## src/rtl/pack_pkg.sv

```systemverilog
// Shared constants for the ping-pong pack memory controller: source encodings
// and default pack geometry.
package pack_pkg;

    localparam logic [1:0] SRC_BLANK = 2'b00;
    localparam logic [1:0] SRC_BANK0 = 2'b01;
    localparam logic [1:0] SRC_BANK1 = 2'b10;

    localparam int SIZE_BIT_PACK_DEF      = 1976;
    localparam int SIZE_INPUT_BIT_DEF     = 8;
    localparam int LENGTHE_INPUT_BIT_DEF  = SIZE_BIT_PACK_DEF / SIZE_INPUT_BIT_DEF;
    localparam int LENGTHE_OUTPUT_BIT_DEF = SIZE_BIT_PACK_DEF;
    localparam int SIZE_CNT_DEF           = 16;

    function automatic logic [1:0] bank_src(input logic bank);
        return bank ? SRC_BANK1 : SRC_BANK0;
    endfunction

endpackage

```

## src/rtl/pack_rd_sequencer.sv

```systemverilog
// Read-side sequencer: walks the read address on each bit tick and picks the
// frame source (bank or blank) at every frame boundary.
module pack_rd_sequencer
    import pack_pkg::*;
#(
    parameter int LEN_OUT = LENGTHE_OUTPUT_BIT_DEF,
    parameter int ADDR_W  = $clog2(LEN_OUT),
    parameter int CNT_W   = SIZE_CNT_DEF
) (
    input  logic              i_clk,
    input  logic              i_reset_n,
    input  logic              i_bit_en,
    input  logic [1:0]        i_fill,
    input  logic [1:0]        i_fill_set,
    output logic [1:0]        o_release,
    output logic [ADDR_W-1:0] o_addr_out,
    output logic [1:0]        o_src,
    output logic [1:0]        o_src_d,
    output logic              o_frame_start,
    output logic [CNT_W-1:0]  o_blank_cnt
);

    localparam logic [ADDR_W-1:0] LAST_RD = ADDR_W'(LEN_OUT - 1);

    logic [ADDR_W-1:0] rd_cnt_q, rd_cnt_d;
    logic              rd_bank_q, rd_bank_d;
    logic [1:0]        src_q, src_d;
    logic [1:0]        src_dly_q;
    logic [CNT_W-1:0]  blank_cnt_q, blank_cnt_d;
    logic              frame_end;
    logic [1:0]        release_mask;
    logic [1:0]        fill_after;

    always_comb begin
        frame_end    = i_bit_en && (rd_cnt_q == LAST_RD);
        rd_cnt_d     = rd_cnt_q;
        rd_bank_d    = rd_bank_q;
        src_d        = src_q;
        blank_cnt_d  = blank_cnt_q;
        release_mask = 2'b00;
        fill_after   = 2'b00;
        if (i_bit_en)
            rd_cnt_d = frame_end ? '0 : rd_cnt_q + 1'b1;
        if (frame_end) begin
            if (src_q != SRC_BLANK) begin
                release_mask = (src_q == SRC_BANK1) ? 2'b10 : 2'b01;
                rd_bank_d    = ~rd_bank_q;
            end else if (blank_cnt_q != '1) begin
                blank_cnt_d = blank_cnt_q + 1'b1;
            end
            // Include a pack finishing on this very clock so it plays without a blank gap.
            fill_after = (i_fill | i_fill_set) & ~release_mask;
            src_d      = fill_after[rd_bank_d] ? bank_src(rd_bank_d) : SRC_BLANK;
        end
    end

    always_ff @(posedge i_clk or negedge i_reset_n) begin
        if (!i_reset_n) begin
            rd_cnt_q    <= '0;
            rd_bank_q   <= 1'b0;
            src_q       <= SRC_BLANK;
            src_dly_q   <= SRC_BLANK;
            blank_cnt_q <= '0;
        end else begin
            rd_cnt_q    <= rd_cnt_d;
            rd_bank_q   <= rd_bank_d;
            src_q       <= src_d;
            src_dly_q   <= src_q;
            blank_cnt_q <= blank_cnt_d;
        end
    end

    assign o_release     = release_mask;
    assign o_addr_out    = rd_cnt_q;
    assign o_src         = src_q;
    assign o_src_d       = src_dly_q;
    assign o_frame_start = i_bit_en && (rd_cnt_q == '0);
    assign o_blank_cnt   = blank_cnt_q;

endmodule

```

## src/rtl/pack_scheduler.sv

```systemverilog
// Ping-pong pack memory controller: write counter and bank-full flags here,
// frame playout delegated to pack_rd_sequencer.
module pack_scheduler
    import pack_pkg::*;
#(
    parameter int SIZE_BIT_PACK      = SIZE_BIT_PACK_DEF,
    parameter int SIZE_INPUT_BIT     = SIZE_INPUT_BIT_DEF,
    parameter int LENGTHE_INPUT_BIT  = SIZE_BIT_PACK / SIZE_INPUT_BIT,
    parameter int LENGTHE_OUTPUT_BIT = SIZE_BIT_PACK,
    parameter int SIZE_ADDR_INPUT    = $clog2(LENGTHE_INPUT_BIT),
    parameter int SIZE_ADDR_OUTPUT   = $clog2(LENGTHE_OUTPUT_BIT),
    parameter int SIZE_CNT           = SIZE_CNT_DEF
) (
    input  logic                        i_clk,
    input  logic                        i_reset_n,
    input  logic                        i_valid,
    output logic                        o_ready,
    output logic [SIZE_ADDR_INPUT-1:0]  o_addr_in,
    output logic [1:0]                  o_we,
    input  logic                        i_bit_en,
    output logic [SIZE_ADDR_OUTPUT-1:0] o_addr_out,
    output logic [1:0]                  o_src,
    output logic [1:0]                  o_src_d,
    output logic                        o_frame_start,
    output logic [1:0]                  o_fill,
    output logic [SIZE_CNT-1:0]         o_blank_cnt
);

    localparam logic [SIZE_ADDR_INPUT-1:0] LAST_WR = SIZE_ADDR_INPUT'(LENGTHE_INPUT_BIT - 1);

    logic [SIZE_ADDR_INPUT-1:0] wr_cnt_q, wr_cnt_d;
    logic                       wr_bank_q, wr_bank_d;
    logic [1:0]                 fill_q, fill_d;
    logic                       ready_q, ready_d;
    logic                       accept;
    logic                       wr_done;
    logic [1:0]                 fill_set;
    logic [1:0]                 release_mask;

    always_comb begin
        accept   = i_valid & ready_q;
        wr_done  = accept && (wr_cnt_q == LAST_WR);
        fill_set = wr_done ? (wr_bank_q ? 2'b10 : 2'b01) : 2'b00;
        wr_cnt_d = wr_cnt_q;
        if (accept)
            wr_cnt_d = wr_done ? '0 : wr_cnt_q + 1'b1;
        wr_bank_d = wr_bank_q ^ wr_done;
        // Set and release never target the same bank, so ordering here is immaterial.
        fill_d  = (fill_q | fill_set) & ~release_mask;
        ready_d = ~fill_d[wr_bank_d];
    end

    always_ff @(posedge i_clk or negedge i_reset_n) begin
        if (!i_reset_n) begin
            wr_cnt_q  <= '0;
            wr_bank_q <= 1'b0;
            fill_q    <= 2'b00;
            ready_q   <= 1'b1;
        end else begin
            wr_cnt_q  <= wr_cnt_d;
            wr_bank_q <= wr_bank_d;
            fill_q    <= fill_d;
            ready_q   <= ready_d;
        end
    end

    for (genvar gi = 0; gi < 2; gi++) begin : g_we
        assign o_we[gi] = accept & (wr_bank_q == 1'(gi));
    end

    assign o_ready   = ready_q;
    assign o_addr_in = wr_cnt_q;
    assign o_fill    = fill_q;

    pack_rd_sequencer #(
        .LEN_OUT (LENGTHE_OUTPUT_BIT),
        .ADDR_W  (SIZE_ADDR_OUTPUT),
        .CNT_W   (SIZE_CNT)
    ) u_rd_seq (
        .i_clk         (i_clk),
        .i_reset_n     (i_reset_n),
        .i_bit_en      (i_bit_en),
        .i_fill        (fill_q),
        .i_fill_set    (fill_set),
        .o_release     (release_mask),
        .o_addr_out    (o_addr_out),
        .o_src         (o_src),
        .o_src_d       (o_src_d),
        .o_frame_start (o_frame_start),
        .o_blank_cnt   (o_blank_cnt)
    );

endmodule

```

## config.mk

```make
export PLATFORM = sky130hd
export DESIGN_NAME = pack_scheduler
export DESIGN_NICKNAME = d
export VERILOG_FILES = /design/src/rtl/pack_pkg.sv /design/src/rtl/pack_rd_sequencer.sv /design/src/rtl/pack_scheduler.sv
export SDC_FILE = /design/constraint.sdc
export NUM_CORES = 1
export LEC_CHECK = 0
export CORE_MARGIN = 10
export CORE_UTILIZATION = 54
export DETAILED_ROUTE_END_ITERATION = 10
export PLACE_DENSITY = 0.85
export SYNTH_ARGS = -nofsm -noshare
export SYNTH_HDL_FRONTEND = slang
export SYNTH_SLANG_ARGS = --single-unit
```

## constraint.sdc

```tcl
create_clock -name i_clk -period 3.55 [get_ports i_clk]
set_clock_uncertainty 0.15 [all_clocks]
set_input_delay 0.355 -clock i_clk [delete_from_list [all_inputs] [get_ports i_clk]]
set_output_delay 0.355 -clock i_clk [all_outputs]
set_load 0.01 [all_outputs]
```

# Word level (Yosys, flattened, before mapping)
# Index checks and enable logic that the tools add are counted.
[totals] regBits=44 latch_bits=0 ramBits=0 romBits=0 input_bits=4 out_inout_bits=45 word_cells=53 mem_count=0
[op_classes] addsub=3 n_mul=0 div_mod_pow=0 n_lt_le_gt_ge=2 n_eq_ne=4 shifts=0 n_mux=16 bitwise_logic=13 reduce_logical=6
[op_table] op="16-bit by 1-bit adder with 16-bit output, second input constant" count=1
[op_table] op="2-bit 2-to-1 mux" count=8
[op_table] op="16-bit inequality test, second input constant" count=1
[op_table] op="11-bit by 1-bit adder with 11-bit output, second input constant" count=1
[op_table] op="11-bit == test, second input constant" count=1
[op_table] op="11-bit logical NOT" count=1
[op_table] op="11-bit 2-to-1 mux" count=1
[op_table] op="8-bit by 1-bit adder with 8-bit output, second input constant" count=1
[op_table] op="8-bit == test, second input constant" count=1
[op_table] op="8-bit 2-to-1 mux" count=1
[op_table] op="1-bit 2-to-1 mux" count=6
[op_table] op="2-bit bitwise AND" count=2
[op_table] op="1-bit by 2-bit < comparator with 1-bit output, second input constant" count=2
[op_table] op="1-bit inverter" count=4
[op_table] op="2-bit inverter" count=2
[op_table] op="1-bit bitwise AND" count=3
[op_table] op="1-bit logical AND" count=3
[op_table] op="3-bit AND reduction" count=1
[op_table] op="2-bit == test, second input constant" count=1
[op_table] op="2-bit OR" count=1
[op_table] op="2-bit nonzero test" count=1
[op_table] op="1-bit bitwise XOR" count=1

# Logic depth before layout (Yosys ltp)
[logic_depth] word_depth=10 depth_mapped=8 ltp_nobuf=8

# Modules after synthesis
# From an unflattened synthesis, not the netlist that was laid out.
[unflattened] cells_unflattened=227 hier_area_um2=2287.2
[modules_own_cells] module="pack_rd_sequencer" n_inst=1 cells_each=158 area_per_inst_um2=1631.6 seq_area_each_um2=800.8
[modules_own_cells] module="pack_scheduler" n_inst=1 cells_each=69 area_per_inst_um2=655.6 seq_area_each_um2=301.5

# Least setup slack after synthesis
# Ideal clock, no wire load.
[synth_path] kind="register to register" startpoint="reg wr_cnt_q[0] (netlist: o_addr_in[0])" endpoint="reg u_rd_seq.src_q[0] (netlist: u_rd_seq.o_src[0])" setup_ns=0.064 arrival_ns=1.866 t_required_ns=3.336 slack_ns=1.469 stages_incl_launch_ff=9 path_buffers=0 synth_period_minus_slack_ns=2.081 path_cell_list="dfrtp_1 > inv_1 > ha_1 > nand4_1 > nor4_2 > ha_1 > nor2_1 > nor4_1 > a21o_1"
[synth_between] elab_chain_cells=8
[synth_lines] element="start: declaration" line_no="pack_scheduler.sv:31" rtl="logic [SIZE_ADDR_INPUT-1:0] wr_cnt_q, wr_cnt_d;"
[synth_lines] element="start signal: assignment" line_no="pack_scheduler.sv:60" rtl="wr_cnt_q <= wr_cnt_d;"
[synth_lines] element="8-bit == test" line_no="pack_scheduler.sv:42" rtl="wr_done = accept && (wr_cnt_q == LAST_WR);"
[synth_lines] element="1-bit logical AND" line_no="pack_scheduler.sv:42"
[synth_lines] element="2-bit 2-to-1 mux" line_no="pack_scheduler.sv:43" rtl="fill_set = wr_done ? (wr_bank_q ? 2'b10 : 2'b01) : 2'b00;"
[synth_lines] element="2-bit OR" line_no="pack_rd_sequencer.sv:52" rtl="fill_after = (i_fill | i_fill_set) & ~release_mask;"
[synth_lines] element="2-bit bitwise AND" line_no="pack_rd_sequencer.sv:52"
[synth_lines] element="1-bit 2-to-1 mux (implied by the code) (2 in a row)" line_no="pack_rd_sequencer.sv:53" rtl="src_d = fill_after[rd_bank_d] ? bank_src(rd_bank_d) : SRC_BLANK;"
[synth_lines] element="2-bit 2-to-1 mux" line_no="pack_rd_sequencer.sv:53"
[synth_lines] element="end signal: assignment" line_no="pack_rd_sequencer.sv:67" rtl="src_q <= src_d;"
[synth_lines] element="end: declaration" line_no="pack_rd_sequencer.sv:27" rtl="logic [1:0] src_q, src_d;"
# No other way between the ends. The select of a mux whose other input is x is not followed.
# A chain may end at the register's enable or synchronous reset.

# Final worst setup path
[layout_path] startpoint="reg u_rd_seq.rd_cnt_q[7] (netlist: u_rd_seq.o_addr_out[7])" endpoint="out o_frame_start"
[layout_between] elab_chain_cells=2
[layout_lines] element="start: declaration" line_no="pack_rd_sequencer.sv:25" rtl="logic [ADDR_W-1:0] rd_cnt_q, rd_cnt_d;"
[layout_lines] element="start signal: assignment" line_no="pack_rd_sequencer.sv:65" rtl="rd_cnt_q <= rd_cnt_d;"
[layout_lines] element="11-bit logical NOT" line_no="pack_rd_sequencer.sv:77" rtl="assign o_frame_start = i_bit_en && (rd_cnt_q == '0);"
[layout_lines] element="1-bit logical AND" line_no="pack_rd_sequencer.sv:77"
[layout_lines] element="end: declaration" line_no="pack_scheduler.sv:24" rtl="output logic o_frame_start,"
# No other way between the ends.

==> out/metrics.cfg <==
[cts]
cts_tree = done
cts_max_path_buffers = 2
hold_buffers = 0
post_cts_resized = 0
cts.clk_slew.worst_paths_ns = 0.08
cts_made_buffers = 5
h-tree-depth = 2
clock_latency_ns = 0.30
clock_sinks = 44
cts_setup_buffers = 0
root_buffer = clkbuf_8

[critical_path]
crit_fanout = 5
crit_path_end_kind = output pin
start_kind = register
rr_startpoint = o_addr_in[0]$_DFFE_PN0N_
cp-startpoint = u_rd_seq.o_addr_out[7]$_DFFE_PN0P_
cp.required_ns = 3.04
rrSetupSlack_ns = 1.23
path_class = register to output pin
critPathArrivalTime_ns = 1.95

[placement]
io_buffers = 48
dp_hpwl_mm = 3.514
gp_congestion = 0.7887
dp_slack_ns = 0.9855
placed_area_um2 = 2704
post-place-cells = 299

[global_routing]
grt_pass1_wl_mm = 8.480
antenna_found_initial = 0
gr-usage-met3_pct = 6.934
grt_pass1_vias = 1771
grtUsageMet2_pct = 23.31
grt.overflow.total = 0
grt.total_usage_pct = 14.28
grt_start_max_net_pins = 45
use_met1_pct = 15.62
top_usage_layer = met2

[layout]
layout-drive-gt1-share_pct = 7.393
antenna_cells = 0
stdcell_area_um2 = 2796
num-nets-final = 267
fin_cells = 307
area_growth_pct = 26.27

[power_and_ir_drop]
power.share.switching_pct = 30.74
vdd_drop_max_mv = 0.2706
seqPwrFrac_pct = 52.7
p_int_uw = 861.8
pwr-share-comb_pct = 21.7
p_clk_share_pct = 25.6
power_density_nw_per_um2 = 445.0
p_switching_uw = 382.4
leakage_uw = 0.001286

[detailed_routing]
drt-pass1-iter-count = 4
via_count = 1706
routed_wl_mm = 4.714
ant_nets = 0
viasPerCell = 5.557
drc = 0
drt_iter0_drc = 84
wire_per_inst_um = 15.36

[timing]
setup_viol = 0
finalCriticalPeriod_ns = 2.453
hold_violations = 0
relSlewSlack_pct = 38.22
worst-slew-pin-transition_ns = 0.9267
drv_slew = 0
rsz0062_at_grt = false
final.setup.tns_ns = 0
finalCritPeriodShare_pct = 69.10
fmax_ghz = 0.4077
fin_ws_ns = 1.097

[floorplanning]
core_area_um2 = 3971
ioPinCount = 49
dieArea_um2 = 7063
fp.dieH_um = 84.04
initial_utilization_pct = 55.77
die_w_um = 84.04
fp-row-count = 23

[flow_run]
drv_cap = 0

[yosys]
syn-mean-instance-area_um2 = 10.60
yosysUniqueCellTypes = 37
ys_ff_latch = 44
synth_warnings = 0
synth_ff_type = dfrtp_1
synthesis.nets = 220
synth-edff-count = 0
postSynthCellCount = 209
ys_seq_area_share_pct = 49.77
ys_async_sr_fraction_pct = 100.0
netlist_area_um2 = 2215

[hold_path]
hp-class = primary input to asynchronous set/reset pin

[status]
status = completed

-- synth_stat cells (2+ instances only) --
library cell  count  share of area (%)
o31ai_1           2               0.68
and3_1           10                2.8
nor3b_1           2               0.68
clkbuf_1          2               0.34
mux2_2            2                1.0
ha_1              7                4.0
and4_1            7                2.8
nand3b_1          2               0.68
nor2_1           21                3.6
xor2_1            7                2.8
nor3_1            2               0.45
nand4_1           7                2.0
nand4_2           3                1.7
nand3_1          13                2.9
buf_2             2               0.45
xnor2_1          19                7.5
mux2i_1           4                1.8
dfrtp_1          43                 49
a21o_1            3                1.0
o21ai_0           4               0.90
nand2_1          21                3.6
nor4_1            3               0.85
inv_1             7                1.2
buf_4             2               0.68
a21oi_1           2               0.45
-- metal layers --
metal / up-vias / wire [µm]
met5: - / 0
met1: 835 / 2002
met3: 8 / 355
li1: 822 / -
met2: 41 / 2277
met4: 0 / 79
-- through the flow --
step           total power (µW)  hold WS (ns)  utilization, %
2_1_floorplan             771.1      -0.09059               -
3_3_place_gp              927.0        0.3240           68.08
3_5_place_dp              936.5        0.3320           68.08
4_1_cts                    1255       0.07028           70.42
5_1_grt                    1319       0.09744           70.42
6_report                   1244       0.03479           70.42
-- layout make-up --
type / count / area [µm²]
Fill cell: 329 / 1175
Multi-Input combinational cell: 150 / 1037
Tap cell: 50 / 62.56
Clock buffer: 6 / 82.58
Clock inverter: 2 / 10.01
Timing Repair Buffer: 48 / 475.5
Sequential cell: 44 / 1102
Inverter: 7 / 26.28
-- kinds of logic after synthesis --
logic type | share of synthesized area, %
and+or+nand+nor | 24.35
DFF | 49.77
xor gates and xnor gates | 10.28
AOI/OAI and AO/OA | 5.424
buffers and inverters | 3.390
adders and majority gates | 3.955
muxes | 2.825
-- power groups by stage --
stage	clock network [µW]	logic [µW]	registers, µW
CTS	325	275	654
finish	318	270	656
global route	349	302	667
detailed placement	0	275	661
global placement	0	266	661
floorplan	0	116	656
-- sequential cells by signal, indices dropped and copies added, names as in the netlist --
signal / cells
u_rd_seq.rd_bank_q: 1
o_fill: 2
u_rd_seq.o_addr_out: 11
wr_bank_q: 1
u_rd_seq.o_src: 2
u_rd_seq.o_blank_cnt: 16
o_ready: 1
u_rd_seq.o_src_d: 2
o_addr_in: 8
-- path summary, 6_finish.rpt --
check	end	cells after the start
hold reg to reg	u_rd_seq.o_blank_cnt[12]$_DFFE_PN0P_	1
setup reg to reg	u_rd_seq.o_src[0]$_DFFE_PN0P_	8
hold / removal	o_addr_in[6]$_DFFE_PN0N_	1
max in group asynchronous	o_fill[0]$_DFF_PN0_	1
setup / recovery	o_frame_start	4
min in group i_clk	u_rd_seq.o_blank_cnt[12]$_DFFE_PN0P_	1
-- worst max-delay path, stage by stage (launching register included) --
cell and delay [ns]:
dfrtp_1 0.44, nor4_1 0.32, nand4_1 0.13, nor4_1 0.17, clkdlybuf4s50_1 0.59
-- layout by cell type, fill, tap and decap left out, types with 3 or more instances in the layout --
cell and count:
nor2_1 21, nand3_1 13, clkbuf_8 6, nand2_1 21, nand4_2 3, xor2_1 7, inv_1 7, o21ai_0 4
nand4_1 7, a21o_1 3, clkdlybuf4s50_1 47, nor4_1 3, xnor2_1 19, ha_1 7, and3_1 10, dfrtp_1 43
mux2i_1 4, and4_1 7
Power figures use the tool's default switching activity.
